===== src/rtl/instr_mem_controller_pkg.sv =====
// Shared types and widths for the GPU instruction-memory controller.
// Width constants stand in for the GPU-wide common width definitions.
package instr_mem_controller_pkg;

    localparam int INSTRUCTION_MEMORY_ADDRESS_WIDTH = 16;
    localparam int INSTRUCTION_WIDTH = 32;
    localparam int NUM_FETCH_CHANNELS = 8;

    typedef enum logic [1:0] {
        IDLE = 2'd0,
        REQ  = 2'd1,
        RESP = 2'd2
    } instr_mem_ctrl_state_t;

    // Index k positions after idx, wrapping modulo n.
    function automatic int wrap_inc(int idx, int k, int n);
        return (idx + k) % n;
    endfunction

endpackage


===== src/rtl/instr_mem_controller_if.sv =====
// Fetch-channel bundle from the GPU and the single memory read port.
// master drives the request side, slave answers it.
interface imc_ch_if #(
    parameter int NUM_CHANNELS = 8,
    parameter int ADDR_WIDTH = 16,
    parameter int DATA_WIDTH = 32
);
    logic [NUM_CHANNELS-1:0] ch_read_valid;
    logic [ADDR_WIDTH-1:0] ch_read_address [NUM_CHANNELS];
    logic [NUM_CHANNELS-1:0] ch_read_ready;
    logic [DATA_WIDTH-1:0] ch_read_data [NUM_CHANNELS];

    modport master (
        output ch_read_valid,
        output ch_read_address,
        input ch_read_ready,
        input ch_read_data
    );

    modport slave (
        input ch_read_valid,
        input ch_read_address,
        output ch_read_ready,
        output ch_read_data
    );
endinterface

interface imc_mem_if #(
    parameter int ADDR_WIDTH = 16,
    parameter int DATA_WIDTH = 32
);
    logic mem_read_valid;
    logic [ADDR_WIDTH-1:0] mem_read_address;
    logic mem_read_ready;
    logic [DATA_WIDTH-1:0] mem_read_data;

    modport master (
        output mem_read_valid,
        output mem_read_address,
        input mem_read_ready,
        input mem_read_data
    );

    modport slave (
        input mem_read_valid,
        input mem_read_address,
        output mem_read_ready,
        output mem_read_data
    );
endinterface


===== src/rtl/instr_mem_controller_rr_arbiter.sv =====
// Combinational round-robin arbiter; search begins just after last_grant.
// Shared with the data-memory controller.
module rr_arbiter
    import instr_mem_controller_pkg::*;
#(
    parameter int N = 8
) (
    input logic [N-1:0] req,
    input logic [$clog2(N)-1:0] last_grant,
    output logic grant_valid,
    output logic [$clog2(N)-1:0] grant_idx
);
    localparam int W = $clog2(N);

    logic [W-1:0] idx;

    // Walk from the farthest candidate to the nearest so the nearest wins.
    always_comb begin
        grant_valid = 1'b0;
        grant_idx = '0;
        idx = '0;
        for (int k = N; k >= 1; k--) begin
            idx = W'(wrap_inc(int'(last_grant), k, N));
            if (req[idx]) begin
                grant_valid = 1'b1;
                grant_idx = idx;
            end
        end
    end

endmodule


===== src/rtl/instr_mem_controller.sv =====
// Arbitrates per-channel instruction fetches onto one memory read port,
// one outstanding transaction at a time.
module instr_mem_controller
    import instr_mem_controller_pkg::*;
#(
    parameter int NUM_CHANNELS = NUM_FETCH_CHANNELS,
    parameter int ADDR_WIDTH = INSTRUCTION_MEMORY_ADDRESS_WIDTH,
    parameter int DATA_WIDTH = INSTRUCTION_WIDTH
) (
    input logic clk,
    input logic reset,
    imc_ch_if.slave ch,
    imc_mem_if.master mem
);
    localparam int GW = $clog2(NUM_CHANNELS);

    instr_mem_ctrl_state_t state;
    instr_mem_ctrl_state_t state_next;

    logic [GW-1:0] grant_idx;
    logic [GW-1:0] last_grant;
    logic [GW-1:0] arb_idx;
    logic [ADDR_WIDTH-1:0] addr_q;
    logic [DATA_WIDTH-1:0] data_q;
    logic [NUM_CHANNELS-1:0] served;
    logic [NUM_CHANNELS-1:0] eligible;
    logic [NUM_CHANNELS-1:0] rdy;
    logic arb_valid;
    logic arbitrate;

    // The channel being answered is masked so a held valid is not re-served.
    assign eligible = ch.ch_read_valid & ~served & ~rdy;
    assign arbitrate = (state == IDLE) || (state == RESP);

    rr_arbiter #(
        .N(NUM_CHANNELS)
    ) u_arb (
        .req(eligible),
        .last_grant(last_grant),
        .grant_valid(arb_valid),
        .grant_idx(arb_idx)
    );

    always_ff @(posedge clk) begin
        if (reset) begin
            state <= IDLE;
        end else begin
            state <= state_next;
        end
    end

    always_comb begin
        state_next = state;
        unique case (state)
            IDLE: begin
                if (arb_valid) begin
                    state_next = REQ;
                end
            end
            REQ: begin
                if (mem.mem_read_ready) begin
                    state_next = RESP;
                end
            end
            RESP: begin
                state_next = arb_valid ? REQ : IDLE;
            end
            default: begin
                state_next = IDLE;
            end
        endcase
    end

    always_comb begin
        mem.mem_read_valid = (state == REQ);
        mem.mem_read_address = (state == REQ) ? addr_q : '0;
        rdy = '0;
        for (int i = 0; i < NUM_CHANNELS; i++) begin
            rdy[i] = (state == RESP) && (grant_idx == GW'(i));
            ch.ch_read_data[i] = rdy[i] ? data_q : '0;
        end
        ch.ch_read_ready = rdy;
    end

    always_ff @(posedge clk) begin
        if (reset) begin
            grant_idx <= '0;
            addr_q <= '0;
            data_q <= '0;
            last_grant <= GW'(NUM_CHANNELS - 1);
        end else begin
            if (arbitrate && arb_valid) begin
                grant_idx <= arb_idx;
                addr_q <= ch.ch_read_address[arb_idx];
                last_grant <= arb_idx;
            end
            if ((state == REQ) && mem.mem_read_ready) begin
                data_q <= mem.mem_read_data;
            end
        end
    end

    // A dropped valid re-arms the channel for its next request.
    always_ff @(posedge clk) begin
        if (reset) begin
            served <= '0;
        end else begin
            served <= ch.ch_read_valid & (served | rdy);
        end
    end

endmodule


===== src/flat_wrapper.sv =====
// flat-port wrapper written by rule: the top's interface ports become plain ports
module instr_mem_controller_flat import instr_mem_controller_pkg::*;
#(
    parameter int NUM_CHANNELS = NUM_FETCH_CHANNELS,
    parameter int ADDR_WIDTH = INSTRUCTION_MEMORY_ADDRESS_WIDTH,
    parameter int DATA_WIDTH = INSTRUCTION_WIDTH
)
  (clk, reset, ch_ch_read_valid, ch_ch_read_address, ch_ch_read_ready, ch_ch_read_data, mem_mem_read_valid, mem_mem_read_address, mem_mem_read_ready, mem_mem_read_data);
  imc_ch_if #(.NUM_CHANNELS(NUM_CHANNELS), .ADDR_WIDTH(ADDR_WIDTH), .DATA_WIDTH(DATA_WIDTH)) ch_i ();
  imc_mem_if #(.ADDR_WIDTH(ADDR_WIDTH), .DATA_WIDTH(DATA_WIDTH)) mem_i ();
  input logic clk;
  input logic reset;
  input wire logic [$bits(ch_i.ch_read_valid)-1:0] ch_ch_read_valid;
  input wire logic [$bits(ch_i.ch_read_address)-1:0] ch_ch_read_address;
  output wire logic [$bits(ch_i.ch_read_ready)-1:0] ch_ch_read_ready;
  output wire logic [$bits(ch_i.ch_read_data)-1:0] ch_ch_read_data;
  output wire logic [$bits(mem_i.mem_read_valid)-1:0] mem_mem_read_valid;
  output wire logic [$bits(mem_i.mem_read_address)-1:0] mem_mem_read_address;
  input wire logic [$bits(mem_i.mem_read_ready)-1:0] mem_mem_read_ready;
  input wire logic [$bits(mem_i.mem_read_data)-1:0] mem_mem_read_data;
  assign ch_i.ch_read_valid = ch_ch_read_valid;
  assign ch_i.ch_read_address = {>>{ch_ch_read_address}};
  assign ch_ch_read_ready = ch_i.ch_read_ready;
  assign ch_ch_read_data = {>>{ch_i.ch_read_data}};
  assign mem_mem_read_valid = mem_i.mem_read_valid;
  assign mem_mem_read_address = mem_i.mem_read_address;
  assign mem_i.mem_read_ready = mem_mem_read_ready;
  assign mem_i.mem_read_data = mem_mem_read_data;
  instr_mem_controller #(.NUM_CHANNELS(NUM_CHANNELS), .ADDR_WIDTH(ADDR_WIDTH), .DATA_WIDTH(DATA_WIDTH)) u_core (.clk(clk), .reset(reset), .ch(ch_i), .mem(mem_i));
endmodule

===== config.mk =====
export PLATFORM = sky130hd
export DESIGN_NAME = instr_mem_controller_flat
export DESIGN_NICKNAME = d
export VERILOG_FILES = /design/src/rtl/instr_mem_controller_pkg.sv /design/src/rtl/instr_mem_controller_if.sv /design/src/rtl/instr_mem_controller_rr_arbiter.sv /design/src/rtl/instr_mem_controller.sv /design/src/flat_wrapper.sv
export SDC_FILE = /design/constraint.sdc
export NUM_CORES = 1
export LEC_CHECK = 0
export CAP_MARGIN = 5
export CELL_PAD_IN_SITES_DETAIL_PLACEMENT = 0
export CELL_PAD_IN_SITES_GLOBAL_PLACEMENT = 1
export CORE_AREA = 2 2 177 179
export CTS_CLUSTER_DIAMETER = 50
export DETAILED_ROUTE_END_ITERATION = 16
export DIE_AREA = 0 0 179 181
export GPL_TIMING_DRIVEN = 1
export PLACE_DENSITY = 0.78
export SLEW_MARGIN = 20
export SYNTH_ARGS = -nofsm -noshare
export SYNTH_HDL_FRONTEND = slang
export SYNTH_SLANG_ARGS = --single-unit

===== constraint.sdc =====
create_clock -name clk -period 10.86 [get_ports clk]
set_clock_uncertainty 0.1 [all_clocks]
set_input_delay 2.172 -clock clk [delete_from_list [all_inputs] [get_ports clk]]
set_output_delay 2.172 -clock clk [all_outputs]
set_load 0.05 [all_outputs]

; ---- After elaboration in Yosys (flattened, before gate mapping)
; Index checks and enable logic that the tools add are counted.
[totals]
ff_bits = 64
in_bits = 171
out_inout_bits = 281
wordCells = 103
[op_classes]
addsub = 8
magnitude_cmp = 9
eq_ne = 11
mux = 48
bitwise = 7
reduce_logical = 14
[op_table]
columns = cell, n
row1 = 32-bit two-way mux, 8
row2 = 16-bit binary-select mux with 3-bit select, 1
row3 = 16-bit two-way mux, 3
row4 = 3-bit by 4-bit less-than comparator with 1-bit output (second input constant), 8
row5 = 8-bit AND, 3
row6 = 1-bit binary-select mux with 3-bit select, 8
row7 = 3-bit two-way mux, 8
row8 = 1-bit two-way mux, 17
row9 = 8-bit inverter, 2
row10 = 3-bit adder (second input constant), 4
row11 = 3-bit equality test (second input constant), 4
row12 = 1-bit logical AND, 10
row13 = 8-bit OR, 1
row14 = 3-bit by 1-bit adder with 3-bit output (second input constant), 2
row15 = 3-bit by 2-bit adder with 3-bit output (second input constant), 2
row16 = 3-bit by 2-bit equality test with 1-bit output (second input constant), 2
row17 = 2-bit case mux with 3 select lines, 1
row18 = 4-bit >= comparator (second input constant), 1
row19 = 2-bit two-way mux, 2
row20 = 2-bit by 1-bit inequality test with 1-bit output (second input constant), 2
row21 = 3-bit inverter with 4-bit output, 1
row22 = 3-bit by 1-bit equality test with 1-bit output (second input constant), 1
row23 = 3-bit zero test, 1
row24 = 2-bit by 1-bit equality test with 1-bit output (second input constant), 1
row25 = other kinds (4), 4

; ---- Longest topological paths before layout
[depth]
word_depth = 18
depth_mapped = 16
ltp_nobuf = 12

; ---- Modules after synthesis
; Synthesis repeated with hierarchy kept, for this count alone.
[unflattened]
hier_cells = 775
hier_area_um2 = 5775.5
[modules_own_cells]
columns = mod, n_inst, cells_per_inst, area_per_inst_um2, seq_area_each_um2
row1 = instr_mem_controller, 1, 698, 5101.1, 1281.2
row2 = rr_arbiter, 1, 77, 674.4, 0.0

; ---- Least setup slack after synthesis
; Ideal clock, no wire load.
[synth_path]
path_kind = input-to-reg
start = in ch_ch_read_valid[1]
end = reg u_core.addr_q[3]
setup_ns = 0.141
arrival_ns = 4.954
required_ns = 10.619
setup_slack_ns = 5.665
stages = 12
path_buffers = 2
cell_sequence = inv_1 -> a211oi_1 -> mux2i_1 -> mux4_2 -> o311ai_1 -> a31oi_1 -> o22a_1 -> buf_6 -> buf_12 -> mux2_4 -> a2111oi_4 -> a2111oi_2
[synth_via]
elab_chain_len = 16
elab_cells_between_ends = 39
classes_between = mux (35) / bitwise (3) / reduce/logical (1)
[synth_lines]
columns = element, line
row1 = "start, declared", flat_wrapper.sv:13  ; input wire logic [$bits(ch_i.ch_read_valid)-1:0] ch_ch_read_valid;
row2 = 8-bit AND * (2 in series), instr_mem_controller.sv:32  ; assign eligible = ch.ch_read_valid & ~served & ~rdy;
row3 = 1-bit binary-select mux with 3-bit select, instr_mem_controller_rr_arbiter.sv:24  ; if (req[idx]) begin
row4 = 1-bit two-way mux (implied by the code), instr_mem_controller_rr_arbiter.sv:24
row5 = 3-bit two-way mux (8 in series), instr_mem_controller_rr_arbiter.sv:24
row6 = 3-bit inverter with 4-bit output (implied by the code), instr_mem_controller.sv:94  ; addr_q <= ch.ch_read_address[arb_idx];
row7 = 16-bit binary-select mux with 3-bit select, instr_mem_controller.sv:94
row8 = 16-bit two-way mux (implied by the code) (2 in series), instr_mem_controller.sv:94
row9 = "end signal, assigned", instr_mem_controller.sv:94
row10 = "end, declared", instr_mem_controller.sv:23  ; logic [ADDR_WIDTH-1:0] addr_q;
; Mark *: on every way between the ends. The rest lies on a longest branch, timed or not. The select of a mux whose other input is x is not followed.
; A chain may end at the register's enable or synchronous reset.

; ---- Worst setup path in the final report
[layout_path]
start = in ch_ch_read_valid[0]
end = reg u_core.addr_q[2]
; The elaborated chain is that of the path after synthesis.

==> metrics.yaml <==
cap_violations: 0
grt_setup_unrepaired: "no"
p_per_area_mw_per_mm2: 203
grt_max_degree: 137
antenna_found_initial: 3
die_w_um: 179
die_h_um: 181
cts.repair.resized: 0
vias: 8621
timing.hold.ws_ps: 404
power.leakage_nw: 5.21
crit_fanout: 62
maxSlewViolCount: 0
fillers: 3091
dr.pass1.iters: 4
finalSetupViolations: 0
core_area_mm2: 0.0303
syn_area_mm2: 0.00683
wl_met2_um: 16900
initial_core_util_pct: 22.5
synthCells: 911
wl_met1_um: 15100
fin_cells: 1682
power.total_mw: 2.41
hold_viol: 0
drt_iter0_drc: 655
synth_top_area_share_pct: 26.3
grtUsageTotal_pct: 21.2
wl_met3_um: 2810
clock_latency_ps: 340
synth_edf_count: 0
route.detailed.wl_per_inst_um: 21.2
area_delta_synth_final_pct: 73.4
yosys.area.top_type: "and3_1"
crit_arrival_ps: 6540
multi_input_area_mm2: 0.00501
ios: 452
dp.cells: 1662
drive_above_1_share_pct: 7.25
drc: 0
io_buffers: 451
end_kind: "register"
ys_ff_latch: 64
maxSlewHeadroom_pct: 41.0
critPathRequiredTime_ps: 10950
viasPerCell: 5.13
cts_hold_buf: 0
numCtsBuffers: 9
cts.clk_slew.worst_paths_ps: 70
worst_slew_pin_slew_ps: 884
outcome: "finished clean"
place_hpwl_um: 26300
routabilityCongestion: 0.867
totalWireLength_um: 35600
ir_drop_uv: 207
grt.overflow.total: 0
fmax_ghz: 0.155
grt_pass1_wl_um: 52500
dpl-instance-area_mm2: 0.0115
synth_async_sr_flop_share_pct: 0
cts_tree: "built"
ant_nets: 0
nNetsFinal: 1451
clockBufferDepth: 2
synthFlopType: "dfxtp_1"
reg2reg_setup_slack_ps: 5400
ys_types: 72
grt_pass1_vias: 8159
root_buffer: "clkbuf_16"
clock-sinks: 64
final_area_mm2: 0.0118
die-area_mm2: 0.0324
postCtsSetupBuffers: 0
critPathKind: "input port to register"
min_path_type: "register to register"
synth.area.top_cells: "and3_1 (26%), dfxtp_1 (19%), nand2_1 (4.9%)"
min_period_ps: 6440
finalSetupTns_ps: 0
final-seq-area_mm2: 0.00128
ys_warn_count: 0
row_count: 64
yosysSeqAreaShare_pct: 18.8
syn_avg_cell_area_um2: 7.50
top_layer: "met5"
worstSetupStartpointType: "input port"
synth_nets: 1084
htreeDepth: 3
post-route-period-util_pct: 59.3
-- cell type report --
| class | instances | area share (%) |
|---|---|---|
| Antenna cell | 3 | 0.0634 |
| Clock inverter | 7 | 1.06 |
| Tap cell | 396 | 4.18 |
| Timing Repair Buffer | 464 | 39.0 |
| Multi-Input combinational cell | 719 | 42.3 |
| Clock buffer | 9 | 1.90 |
| Inverter | 20 | 0.634 |
| Sequential cell | 64 | 10.8 |
-- critical path: stages --
cell,delay [ps]
clkdlybuf4s50_1,490
inv_1,60
a211oi_1,610
mux2i_1,270
mux4_2,590
o21ai_0,260
o211a_1,300
o22a_2,150
buf_4,610
mux2_1,380
a2111oi_0,480
a2111oi_1,100
-- layer usage --
metal	GRT usage, %	vias up
met3	5.03	44
met2	35.0	384
met4	6.15	2
met1	27.2	4079
li1	-	4112
met5	0	-
-- flip-flops by register name (all words and copies together) (netlist names) --
signal and count:
u_core.served 8, u_core.last_grant 3, u_core.grant_idx 3, u_core.addr_q 16, u_core.data_q 32, u_core.state 2
-- through the flow --
step / utilization [%] / worst slack [ps]
final: 39.0 / 4420
after CTS: 38.9 / 4520
after detailed placement: 37.8 / 4180
after global routing: 39.0 / 4130
after global placement: 37.8 / 4310
after floorplan: - / 5670
-- logic make-up after synthesis --
| logic type | synth area share (%) |
|---|---|
| muxes | 11.6 |
| AOI/OAI and AO/OA | 19.5 |
| adders and majority gates | 0.366 |
| xor gates and xnor gates | 0.385 |
| DFF | 18.8 |
| buffers and inverters | 8.44 |
| and+or+nand+nor | 41.0 |
-- worst paths after layout --
check                                           from          endpoint  cells after the start
worst max register to register  u_core.last_grant[0]  u_core.addr_q[2]                     11
worst min register to register      u_core.addr_q[9]  u_core.addr_q[9]                      2
worst max-delay path             ch_ch_read_valid[0]  u_core.addr_q[2]                     12
worst min-delay path                u_core.addr_q[9]  u_core.addr_q[9]                      2
-- placed cells by master (no fill, tap or decap), types with 9 or more instances in the layout --
cell / instances
and3_1: 287
buf_4: 12
o21ai_0: 9
and2_1: 19
clkbuf_16: 9
a2111oi_1: 13
o2111a_1: 16
a21oi_1: 41
mux2i_1: 22
a2111oi_2: 13
nor2_1: 44
nand3_1: 38
a211oi_1: 11
mux2_4: 12
dfxtp_1: 64
nor3_1: 12
nand2_1: 89
mux4_2: 14
clkdlybuf4s50_1: 450
inv_1: 17
-- synthesized netlist by cell type, types with 3 or more instances --
library cell,instances
nand2_1,89
mux2_1,3
o211ai_1,3
a2111oi_2,13
mux4_2,14
clkbuf_1,86
buf_1,3
a2111oi_0,3
buf_6,6
mux2i_1,22
nand2b_1,5
a2111oi_4,3
o221ai_1,3
a211oi_1,11
mux2_2,4
o2111a_1,16
nor2_1,44
o21ai_0,9
inv_1,17
a21oi_1,41
mux2_4,12
buf_4,4
and2_1,19
dfxtp_1,64
buf_2,6
nor3_1,14
and3_1,287
a2111oi_1,13
o22ai_1,6
nand3_1,38
-- report_power, final --
group          internal [mW]  switching, mW  total (mW)
clock network          0.228          0.131       0.359
registers              0.279         0.0702       0.349
logic                  0.678           1.02        1.70
No activity file was read; power rests on OpenSTA's default activity.
